<file path="src/rtl/mac_stop_pkg.sv">
// Shared types and width helpers for the mac_stop result path.
package mac_stop_pkg;

    typedef enum logic [1:0] {IDLE, ACCUM, DRAIN, DONE} state_e;

    // Index ports stay at least one bit wide even for a size-1 dimension.
    function automatic int clog2_safe(input int v);
        return (v < 2) ? 1 : $clog2(v);
    endfunction

endpackage

</file>
<file path="src/rtl/mac_stop_result_fifo.sv">
// Small result FIFO between the accumulator and the result-matrix write port.
module mac_stop_result_fifo
    import mac_stop_pkg::*;
#(
    parameter int DEPTH = 2,
    parameter int WIDTH = 8
) (
    input  logic             clk,
    input  logic             rst,
    input  logic             push,
    input  logic             pop,
    input  logic [WIDTH-1:0] din,
    output logic             full,
    output logic             empty,
    output logic [WIDTH-1:0] head
);
    localparam int PW = clog2_safe(DEPTH);
    localparam int CW = $clog2(DEPTH + 1);

    logic [WIDTH-1:0] mem_q [DEPTH];
    logic [WIDTH-1:0] mem_d [DEPTH];
    logic [PW-1:0]    wr_q, wr_d, rd_q, rd_d;
    logic [CW-1:0]    cnt_q, cnt_d;
    logic             do_push, do_pop;

    assign empty   = (cnt_q == '0);
    assign full    = (cnt_q == CW'(DEPTH));
    assign do_pop  = pop && !empty;
    // A pop in the same cycle frees the slot, so push-on-full is accepted then.
    assign do_push = push && (!full || do_pop);
    assign head    = mem_q[rd_q];

    always_comb begin
        mem_d = mem_q;
        wr_d  = wr_q;
        rd_d  = rd_q;
        cnt_d = cnt_q + CW'(do_push) - CW'(do_pop);
        if (do_push) begin
            mem_d[wr_q] = din;
            wr_d        = (wr_q == PW'(DEPTH - 1)) ? '0 : wr_q + PW'(1);
        end
        if (do_pop) begin
            rd_d = (rd_q == PW'(DEPTH - 1)) ? '0 : rd_q + PW'(1);
        end
    end

    always_ff @(posedge clk or posedge rst) begin
        if (rst) begin
            for (int i = 0; i < DEPTH; i++) mem_q[i] <= '0;
            wr_q  <= '0;
            rd_q  <= '0;
            cnt_q <= '0;
        end else begin
            mem_q <= mem_d;
            wr_q  <= wr_d;
            rd_q  <= rd_d;
            cnt_q <= cnt_d;
        end
    end

endmodule

</file>
<file path="src/rtl/mac_stop_accum.sv">
// Accumulates K products per C[i][j], buffers finished elements and writes them out.
module mac_stop_accum
    import mac_stop_pkg::*;
#(
    parameter int M = 2,
    parameter int K = 2,
    parameter int N = 2,
    parameter int DATA_WIDTH_INIT_MATRIX   = 32,
    parameter int DATA_WIDTH_RESULT_MATRIX = DATA_WIDTH_INIT_MATRIX*2 + $clog2(K)
) (
    input  logic                                  clk,
    input  logic                                  resetn,
    input  logic [2*DATA_WIDTH_INIT_MATRIX-1:0]   product_in,
    input  logic                                  product_valid,
    input  logic [clog2_safe(M)-1:0]              row_idx,
    input  logic [clog2_safe(N)-1:0]              col_idx,
    input  logic [clog2_safe(K)-1:0]              k_idx,
    output logic [DATA_WIDTH_RESULT_MATRIX-1:0]   c_wdata,
    output logic [clog2_safe(M)-1:0]              c_row_addr,
    output logic [clog2_safe(N)-1:0]              c_col_addr,
    output logic                                  c_we,
    input  logic                                  c_ready,
    output logic                                  matrix_done,
    output logic                                  busy,
    output logic                                  seq_err,
    output logic                                  ovf_err
);
    localparam int RW = DATA_WIDTH_RESULT_MATRIX;
    localparam int MW = clog2_safe(M);
    localparam int NW = clog2_safe(N);
    localparam int KW = clog2_safe(K);

    typedef struct packed {
        logic [RW-1:0] data;
        logic [MW-1:0] row;
        logic [NW-1:0] col;
    } result_entry_t;

    state_e        state_q, state_d;
    logic [RW-1:0] acc_q, acc_d, acc_sum;
    logic [KW-1:0] kexp_q, kexp_d;
    logic          seq_err_q, seq_err_d, ovf_err_q, ovf_err_d;
    logic          accept, last_k, final_prod, push, pop;
    logic          fifo_full, fifo_empty;
    result_entry_t push_entry, head_entry;

    assign accept     = product_valid && (state_q == IDLE || state_q == ACCUM);
    assign last_k     = (k_idx == KW'(K - 1));
    assign final_prod = accept && last_k && (row_idx == MW'(M - 1)) && (col_idx == NW'(N - 1));
    assign acc_sum    = acc_q + RW'(product_in);
    assign push       = accept && last_k;
    assign pop        = !fifo_empty && c_ready;
    assign push_entry = '{data: acc_sum, row: row_idx, col: col_idx};

    always_comb begin
        state_d   = state_q;
        acc_d     = acc_q;
        kexp_d    = kexp_q;
        seq_err_d = seq_err_q;
        ovf_err_d = ovf_err_q | (push && fifo_full && !pop);
        if (accept) begin
            // Accumulation trusts k_idx even when it disagrees with the expected count.
            acc_d  = (k_idx == '0) ? RW'(product_in) : acc_sum;
            kexp_d = (kexp_q == KW'(K - 1)) ? '0 : kexp_q + KW'(1);
            if (k_idx != kexp_q) seq_err_d = 1'b1;
        end else if (product_valid) begin
            seq_err_d = 1'b1;
        end
        case (state_q)
            IDLE:    if (accept) state_d = final_prod ? DRAIN : ACCUM;
            ACCUM:   if (final_prod) state_d = DRAIN;
            DRAIN:   if (fifo_empty) state_d = DONE;
            DONE:    state_d = IDLE;
            default: state_d = IDLE;
        endcase
    end

    always_ff @(posedge clk or posedge resetn) begin
        if (resetn) begin
            state_q   <= IDLE;
            acc_q     <= '0;
            kexp_q    <= '0;
            seq_err_q <= 1'b0;
            ovf_err_q <= 1'b0;
        end else begin
            state_q   <= state_d;
            acc_q     <= acc_d;
            kexp_q    <= kexp_d;
            seq_err_q <= seq_err_d;
            ovf_err_q <= ovf_err_d;
        end
    end

    mac_stop_result_fifo #(
        .DEPTH(2),
        .WIDTH($bits(result_entry_t))
    ) u_fifo (
        .clk  (clk),
        .rst  (resetn),
        .push (push),
        .pop  (pop),
        .din  (push_entry),
        .full (fifo_full),
        .empty(fifo_empty),
        .head (head_entry)
    );

    assign c_wdata     = head_entry.data;
    assign c_row_addr  = head_entry.row;
    assign c_col_addr  = head_entry.col;
    assign c_we        = !fifo_empty;
    assign matrix_done = (state_q == DONE);
    assign busy        = (state_q == ACCUM) || (state_q == DRAIN);
    assign seq_err     = seq_err_q;
    assign ovf_err     = ovf_err_q;

endmodule

</file>
<file path="config.mk">
export PLATFORM = sky130hd
export DESIGN_NAME = mac_stop_accum
export DESIGN_NICKNAME = d
export VERILOG_FILES = /design/src/rtl/mac_stop_pkg.sv /design/src/rtl/mac_stop_result_fifo.sv /design/src/rtl/mac_stop_accum.sv
export SDC_FILE = /design/constraint.sdc
export NUM_CORES = 1
export LEC_CHECK = 0
export CAP_MARGIN = 5
export CORE_ASPECT_RATIO = 1.1
export CORE_UTILIZATION = 62
export CTS_BUF_LIST = sky130_fd_sc_hd__clkbuf_8
export CTS_CLUSTER_SIZE = 30
export DETAILED_ROUTE_END_ITERATION = 12
export DONT_BUFFER_PORTS = 1
export PLACE_DENSITY_LB_ADDON = 0.1
export SLEW_MARGIN = 5
export SYNTH_ARGS = -nofsm -noshare
export SYNTH_HDL_FRONTEND = slang
export SYNTH_SLANG_ARGS = --single-unit
</file>
<file path="constraint.sdc">
create_clock -name clk -period 11.2 [get_ports clk]
set_clock_uncertainty 0.1 [all_clocks]
set_input_delay 2.24 -clock clk [delete_from_list [all_inputs] [get_ports clk]]
set_output_delay 2.24 -clock clk [all_outputs]
set_load 0.03 [all_outputs]
</file>
# ---- Word level (Yosys, flattened, before mapping)
# Index checks and enable logic that the tools add are counted.
dict set report op_classes {
  order_cmp 3
  n_eq_ne 9
  n_reduce_logical 21
  mux 18
  bitwise 3
  addsub 6
}
# operator count
set op_table {}
lappend op_table {{67-bit 2-to-1 mux} 4}
lappend op_table {{134-bit bitwise mux} 1}
lappend op_table {{67-bit demux with 1-bit select} 1}
lappend op_table {{65-bit by 64-bit adder with 65-bit output} 1}
lappend op_table {{65-bit 2-to-1 mux} 1}
lappend op_table {{1-bit logical AND} 10}
lappend op_table {{2-bit 2-to-1 mux} 4}
lappend op_table {{2-bit one-hot mux with 4 select lines} 1}
lappend op_table {{2-bit equality test (second input constant)} 3}
lappend op_table {{1-bit 2-to-1 mux} 6}
lappend op_table {{2-bit >= comparator (second input constant)} 2}
lappend op_table {{2-bit zero test} 2}
lappend op_table {{2-bit by 1-bit inequality test with 1-bit output (second input constant)} 2}
lappend op_table {{2-bit inequality test (second input constant)} 2}
lappend op_table {{1-bit inverter with 2-bit output} 2}
lappend op_table {{1-bit adder (second input constant)} 3}
lappend op_table {{1-bit zero test} 3}
lappend op_table {{1-bit logical OR} 3}
lappend op_table {{3-bit AND reduction} 1}
lappend op_table {{2-bit by 1-bit adder with 2-bit output} 1}
lappend op_table {{2-bit by 1-bit equality test with 1-bit output (second input constant)} 1}
lappend op_table {{2-bit by 1-bit < comparator with 1-bit output (second input constant)} 1}
lappend op_table {{2-bit AND reduction} 1}
lappend op_table {{2-bit nonzero test} 1}
lappend op_table {{other kinds (3)} 3}
dict set report word_totals {
  reg_bits 208
  wordCells 70
  input_bits 71
  out_inout_bits 72
}

# ---- Longest topological paths before layout
# Gate-level depths: netlist of the first run.
dict set report logic_depth {
  depth_word 9
  mapped_depth 12
  depth_no_buf 12
}

# ---- Modules after synthesis
# A second synthesis of the first run with hierarchy kept.
dict set report unflattened {
  cells_unflattened 1314
  hier_area_um2 13319.0
}
# mod cells_per_inst area_per_inst_um2 n_inst seq_area_each_um2
set by_module_without_submodules {}
lappend by_module_without_submodules {mac_stop_accum 930 7309.5 1 1751.7}
lappend by_module_without_submodules {mac_stop_result_fifo 384 6009.5 1 3453.3}

# ---- Worst setup path after synthesis of the first run
# No wires, ideal clock.
dict set report synth_path {
  path_type {input port to flip-flop}
  from {input product_in[26]}
  to {register acc_q[63]}
  n_path_buf 1
  slack_ps 6039
  arrival_time_ps 4935
  setup_ps 126
  cell_stages 12
  t_required_ps 10974
  path_cell_list {ha_1 buf_6 a211oi_2 o21ai_1 a221oi_2 o21ai_1 a221o_1 o2111ai_2 a21boi_2 or4_1 and4_4 a221o_1}
}
dict set report synth_between {
  elab_chain_cells 2
}
# item line_no
set synth_lines {}
lappend synth_lines {{from (decl)} mac_stop_accum.sv:13} ;# input logic [2*DATA_WIDTH_INIT_MATRIX-1:0] product_in,
lappend synth_lines {{65-bit by 64-bit adder with 65-bit output} mac_stop_accum.sv:50} ;# assign acc_sum = acc_q + RW'(product_in);
lappend synth_lines {{65-bit 2-to-1 mux} mac_stop_accum.sv:63} ;# acc_d = (k_idx == '0) ? RW'(product_in) : acc_sum;
lappend synth_lines {{to (signal assigned)} mac_stop_accum.sv:81} ;# acc_q <= '0;
lappend synth_lines {{to (signal assigned)} mac_stop_accum.sv:87} ;# acc_q <= acc_d;
lappend synth_lines {{to (decl)} mac_stop_accum.sv:40} ;# logic [RW-1:0] acc_q, acc_d, acc_sum;
# Every way passes these cells.
# A chain may end at the register's enable or synchronous reset.

# ---- Worst setup path in the final report of the first run
dict set report layout_path {
  from {input product_in[0]}
  to {register u_fifo.mem_q[64] (netlist bit)}
}
dict set report layout_between {
  elab_chain_cells 2
}
# item line_no
set layout_lines {}
lappend layout_lines {{65-bit by 64-bit adder with 65-bit output} mac_stop_accum.sv:50}
lappend layout_lines {{134-bit bitwise mux} mac_stop_result_fifo.sv:39} ;# mem_d[wr_q] = din;
lappend layout_lines {{to (signal assigned)} mac_stop_result_fifo.sv:54} ;# mem_q <= mem_d;
lappend layout_lines {{to (decl)} mac_stop_result_fifo.sv:20} ;# logic [WIDTH-1:0] mem_q [DEPTH];
# Every way passes these cells.

==> metrics, run 1 <==
num rows 55; Design Power 0.00471 W; Yosys reg bits 208; Max Freq 194 MHz; period utilisation layout 0.460; # IOs 143; slew margin rel. 0.279; gr busiest metal met2; vias per cell 6.13; WP data required 11.45 ns; Main synth FF type dfrtp_1; leak pwr 6.49 nW; crit end category flip-flop; vias in the first global route 10,100; M3 GR Usage 0.0608; Post-Syn Instances 1,414; syn_area_per_cell 9.14 um2; synthesis warning total 0; pwr dens 343 nW/um2; Yosys cell types 72; first-pass GRT wire length 51,900 um; min-delay src u_fifo.mem_q[55]$_DFFE_PP0P_; die width 140 um; maximum vdd drop 170 uV; post-route ant nets 0; clk slew on worst S/H paths 0.06 ns; Initial Util 0.630; largest net degree at the start of global routing 136; status completed; cts bufs inserted 35; vias 10,200; H-tree depth 2; cell with the most instances after synthesis nand2_1; GPL Wtd Cong 0.931; CTS tree yes; layout cell share with drive strength beyond 1 0.143; Core Util, Final 0.670; Routed wire per std cell 18.9 um; clock insertion delay at the later pin of the skew report 0.53 ns; post-CTS setup buffers 0; top-area cell type share of the netlist area 0.403; total grt overflow 0; WHS Path Cells 2; Hold Buf Count CTS 0; diodes inserted 0; antenna violations before repair 0; Synth Cell Area 12,900 um2; leading area contributor after synthesis dfrtp_1; grt met1 use 0.397; r2r startpoint acc_q[0]$_DFFE_PP0P_; cts repair resizes 0; clk sinks 208; worst hold path type flip-flop to flip-flop; core area 20,500 um2; Hold Violations, Final 0; max-cap violation count 0; Post-synth EDFFs 0; IO buf count 0; DP HPWL 21,900 um; hold path endpoint u_fifo.mem_q[55]$_DFFE_PP0P_; DR iter-0 viols 547; clk buf depth 3; non-filler cells, final 1,662; Least-Margin Pin Slew 1.08 ns; setup slack, reg-to-reg 7.36 ns; Syn Nets 1,556; Startpoint Class input port; fin crit period 5.16 ns; Die Area 21,400 um2; final net count 1,525; Commonest cells post-synth nand2_1, dfrtp_1, o21ai_0; Final Setup Violations 0; DRC Markers 0; die height 153 um; CP arrival 5.41 ns; Worst R2R End u_fifo.mem_q[64]$_DFFE_PP0P_; Layout area overhead 6.41%; drt pass-1 iters 5; sequential-to-total area share from yosys stat 0.403; unrepaired setup endpoints after global routing false; pins over their slew limit 0; Crit Path Class input port to flip-flop; met2 GRT Util 0.504; CP max FO 3; GR Util All Layers 0.301; CTS root buf clkbuf_8; ys async rst share 1.00; Setup TNS 0 ns; r2r worst-path depth 12; Synth area leaders dfrtp_1, mux2_2, nand2_1, ha_1, o21ai_0; Placed Cells 1,602; final WL 31,400 um
## per-layer routing
layer	routed length (um)	part of all wire	up-vias
met2	15000	0.48	266
met5	0	0	-
met1	13800	0.44	4937
li1	-	-	4933
met4	624	0.020	0
met3	1960	0.063	50
## cell type report
type	instances	area (um2)
Clock buffer	45	619
Clock inverter	15	95.1
Fill cell	1722	6760
Inverter	24	97.6
Multi-Input combinational cell	1106	7350
Sequential cell	208	5210
Tap cell	256	320
Timing Repair Buffer	8	60.1
## critical path: stages
cell	delay [ns]
ha_1	0.20
fa_1	0.41
nand3_1	0.14
nor4b_1	0.48
a2bb2oi_1	0.39
o21a_1	0.18
o21ai_0	0.10
or3_1	0.38
a41o_1	0.27
a211oi_1	0.28
xor2_1	0.23
o21ai_0	0.11
## cells by family (layout without fill, tap and decap cells)
logic type      count (synthesis)  after routing  synth area share
mux                           168            168             0.142
flops                         208            208             0.403
compound gates                339            339             0.156
simple gates                  464            464             0.156
xor+xnor                       64             64            0.0434
fa+ha+maj                      71             71            0.0693
buf+inv                       100             92            0.0302
## registers in the layout (all words and copies together) (netlist names)
signal	count
ovf_err	1
u_fifo.rd_q	1
u_fifo.cnt_q	2
kexp_q	1
u_fifo.mem_q	134
acc_q	65
u_fifo.wr_q	1
state_q	2
seq_err	1
## metrics by stage
step / hold slack (ns) / worst slack (ns) / area, um2
CTS: 0.374 / 6.01 / 13700
floorplan: 0.342 / 3.18 / 12900
finish: 0.369 / 6.04 / 13700
global route: 0.390 / 5.86 / 13700
global placement: 0.354 / 5.58 / 13000
detailed placement: 0.359 / 5.59 / 13000
## report_power, final
group          internal (W)  leakage, nW  switching (W)
combinational      0.000978         3.54        0.00172
sequential          0.00111         2.56       0.000213
clock              0.000384        0.402       0.000308
total               0.00247         6.49        0.00224
## how the worst max path moves through the flow
stage / start / end / slack, ns / depth (start not counted)
detailed placement: product_in[0] / u_fifo.mem_q[64]$_DFFE_PP0P_ / 5.59 / 12
CTS: product_in[0] / u_fifo.mem_q[64]$_DFFE_PP0P_ / 6.01 / 12
finish: product_in[0] / u_fifo.mem_q[64]$_DFFE_PP0P_ / 6.04 / 12
global route: product_in[0] / u_fifo.mem_q[64]$_DFFE_PP0P_ / 5.86 / 12
global placement: product_in[0] / u_fifo.mem_q[64]$_DFFE_PP0P_ / 5.58 / 12
floorplan: resetn / acc_q[0]$_DFFE_PP0P_ / 3.18 / 1
## layout by cell type (no fill, tap or decap), drive strengths merged, types with 5 or more instances in the layout
cell / n
nor2b: 5
and2: 9
inv: 34
xor2: 28
nand4: 20
a21o: 26
a221oi: 5
buf: 8
a31oi: 10
clkbuf: 45
ha: 70
nor2: 56
nand2: 299
nand3: 16
mux2i: 46
nand2b: 6
a21oi: 98
dfrtp: 208
o21a: 10
o21bai: 10
or3: 7
and3: 9
mux2: 122
o21ai: 137
nor3: 12
a211oi: 5
nor3b: 10
xnor2: 36
(Power assumes the default switching activity.)
==> run 2, diff against run 1 <==
==> constraint.sdc (replaced) <==
create_clock -name clk -period 4.85 [get_ports clk]
set_clock_uncertainty 0.1 [all_clocks]
set_input_delay 0.97 -clock clk [delete_from_list [all_inputs] [get_ports clk]]
set_output_delay 0.97 -clock clk [all_outputs]
set_load 0.03 [all_outputs]
==> run 2 against run 1 <==
Against the previous run: critical path depth is 1 lower; largest cell class unchanged; clock-buffer cell count is 3 lower; cell count is 0.18% higher; flip-flop and latch count stayed put; core utilization is 0.30 points higher; sequential share of layout area is 0.17 points lower; first-iteration DRC count is 2.0% lower; critical path type is now flip-flop to flip-flop; total power is 130% higher; die area stayed put; global-route usage is 0.31 points lower; design area is 0.45% higher.
==> metrics, run 2 (same netlist as run 1, synthesis figures left out) <==
drt pass-1 iters 5; final WL 31,100 um; total grt overflow 0; DR iter-0 viols 536; Critical Path Max Stage Delay 0.66 ns; CP cell instances ha_1 -> a21oi_1 -> nand4b_1 -> and2_0 -> o311a_1 -> nor4_1 -> o2111ai_2 -> a21boi_2 -> o211ai_1 -> and4_4 -> a221o_1; clk slew on worst S/H paths 0.06 ns; pins over their slew limit 0; IO buf count 0; max reg flops 134; layout cell share with drive strength beyond 1 0.143; post-route ant nets 0; DP HPWL 22,200 um; vias per cell 6.04; fin crit period 3.84 ns; pwr dens 793 nW/um2; vias 10,100; clk buf depth 3; Largest Register u_fifo.mem_q; Layout area overhead 6.89%; core area 20,500 um2; H-tree depth 2; # IOs 143; GR Util All Layers 0.298; clock insertion delay at the later pin of the skew report 0.53 ns; hold path endpoint u_fifo.mem_q[104]$_DFFE_PP0P_; cts repair resizes 0; cts bufs inserted 36; Crit Path Class flip-flop to flip-flop; CTS tree yes; GPL Wtd Cong 0.931; WHS Path Cells 2; max-cap violation count 0; unrepaired setup endpoints after global routing false; Hold Buf Count CTS 0; num rows 55; final net count 1,527; worst hold path type flip-flop to flip-flop; Initial Util 0.630; post-CTS setup buffers 0; Routed wire per std cell 18.7 um; most frequent cells in the layout nand2_1, dfrtp_1, o21ai_0, mux2_2, a21oi_1; DRC Markers 0; Hold Violations, Final 0; period utilisation layout 0.792; Startpoint Class flip-flop; r2r startpoint acc_q[1]$_DFFE_PP0P_; first-pass GRT wire length 51,300 um; die width 140 um; min-delay src u_fifo.mem_q[104]$_DFFE_PP0P_; WP data required 5.14 ns; antenna violations before repair 0; Final Setup Violations 0; vias in the first global route 10,000; clk sinks 208; CP max FO 6; slew margin rel. 0.250; Worst R2R End acc_q[63]$_DFFE_PP0P_; crit end category flip-flop; CP arrival 4.14 ns; Max Freq 260 MHz; setup slack, reg-to-reg 1.01 ns; leading cell type in the layout, fill and taps excluded nand2_1; CP max-delay cell nor4_1; diodes inserted 0; maximum vdd drop 469 uV; die height 153 um; leak pwr 6.52 nW; CTS root buf clkbuf_8; Fin Hold WS 0.370 ns; status completed; Setup TNS 0 ns; Least-Margin Pin Slew 1.13 ns; Die Area 21,400 um2; r2r worst-path depth 11; largest net degree at the start of global routing 87; largest registers u_fifo.mem_q x134, acc_q x65
## run 2: cell types whose count changed in the layout (fill, tap and decap cells not counted)
cell        change
buf_12          +2
buf_4           -1
bufinv_16       +2
clkbuf_8        -3
clkinv_2        -1
clkinvlp_4      +2
inv_1           +3
inv_8           -1
## run 2: where the power goes
group	internal, W	leakage [nW]	switching (W)
Clock	0.000950	0.421	0.000715
Combinational	0.00226	3.54	0.00398
Sequential	0.00257	2.56	0.000477
## run 2: worst max-delay path by stage
stage | cells after the start | endpoint | slack (ns) | from
2_1_floorplan | 12 | acc_q[63]$_DFFE_PP0P_ | 0.96 | product_in[26]
3_3_place_gp | 12 | u_fifo.mem_q[64]$_DFFE_PP0P_ | 0.61 | product_in[0]
3_5_place_dp | 12 | u_fifo.mem_q[64]$_DFFE_PP0P_ | 0.54 | product_in[0]
4_1_cts | 11 | acc_q[63]$_DFFE_PP0P_ | 1.04 | acc_q[1]$_DFFE_PP0P_
5_1_grt | 12 | u_fifo.mem_q[64]$_DFFE_PP0P_ | 0.79 | product_in[0]
6_report | 11 | acc_q[63]$_DFFE_PP0P_ | 1.01 | acc_q[1]$_DFFE_PP0P_
## run 2: layout make-up
cell class	count	area, um2
inverter	24	93.8
clock inverter	20	169
tap	256	320
multi-input combinational	1106	7350
sequential	208	5210
clock buffer	42	578
timing repair buffer	9	92.6
fill	1680	6700
## run 2: stage by stage
| step | worst slack, ns | area, um2 | instances | total power (W) | util |
|---|---|---|---|---|---|
| 2_1_floorplan | 0.959 | 12900 | 1414 | 0.00805 | - |
| 3_3_place_gp | 0.611 | 13100 | 1603 | 0.00913 | 0.637 |
| 3_5_place_dp | 0.542 | 13100 | 1603 | 0.00927 | 0.637 |
| 4_1_cts | 1.04 | 13800 | 1665 | 0.0110 | 0.673 |
| 5_1_grt | 0.789 | 13800 | 1665 | 0.0118 | 0.673 |
| 6_report | 1.01 | 13800 | 1665 | 0.0110 | 0.673 |
## run 2: critical path: cells and delay by family, from the launching register on
family / cells / cell delay (ns)
AO/OA/AOI/OAI: 6 / 1.52
AND/OR/NAND/NOR: 4 / 1.37
flip-flops: 1 / 0.42
adder cells (fa/ha/maj): 1 / 0.29
## run 2: per-layer routing
layer,vias up,global-route usage,wire length (um)
met1,4853,0.380,13600
met2,210,0.503,14900
li1,4936,-,-
met4,0,0.0916,700
met3,55,0.0692,1840
met5,-,0,0
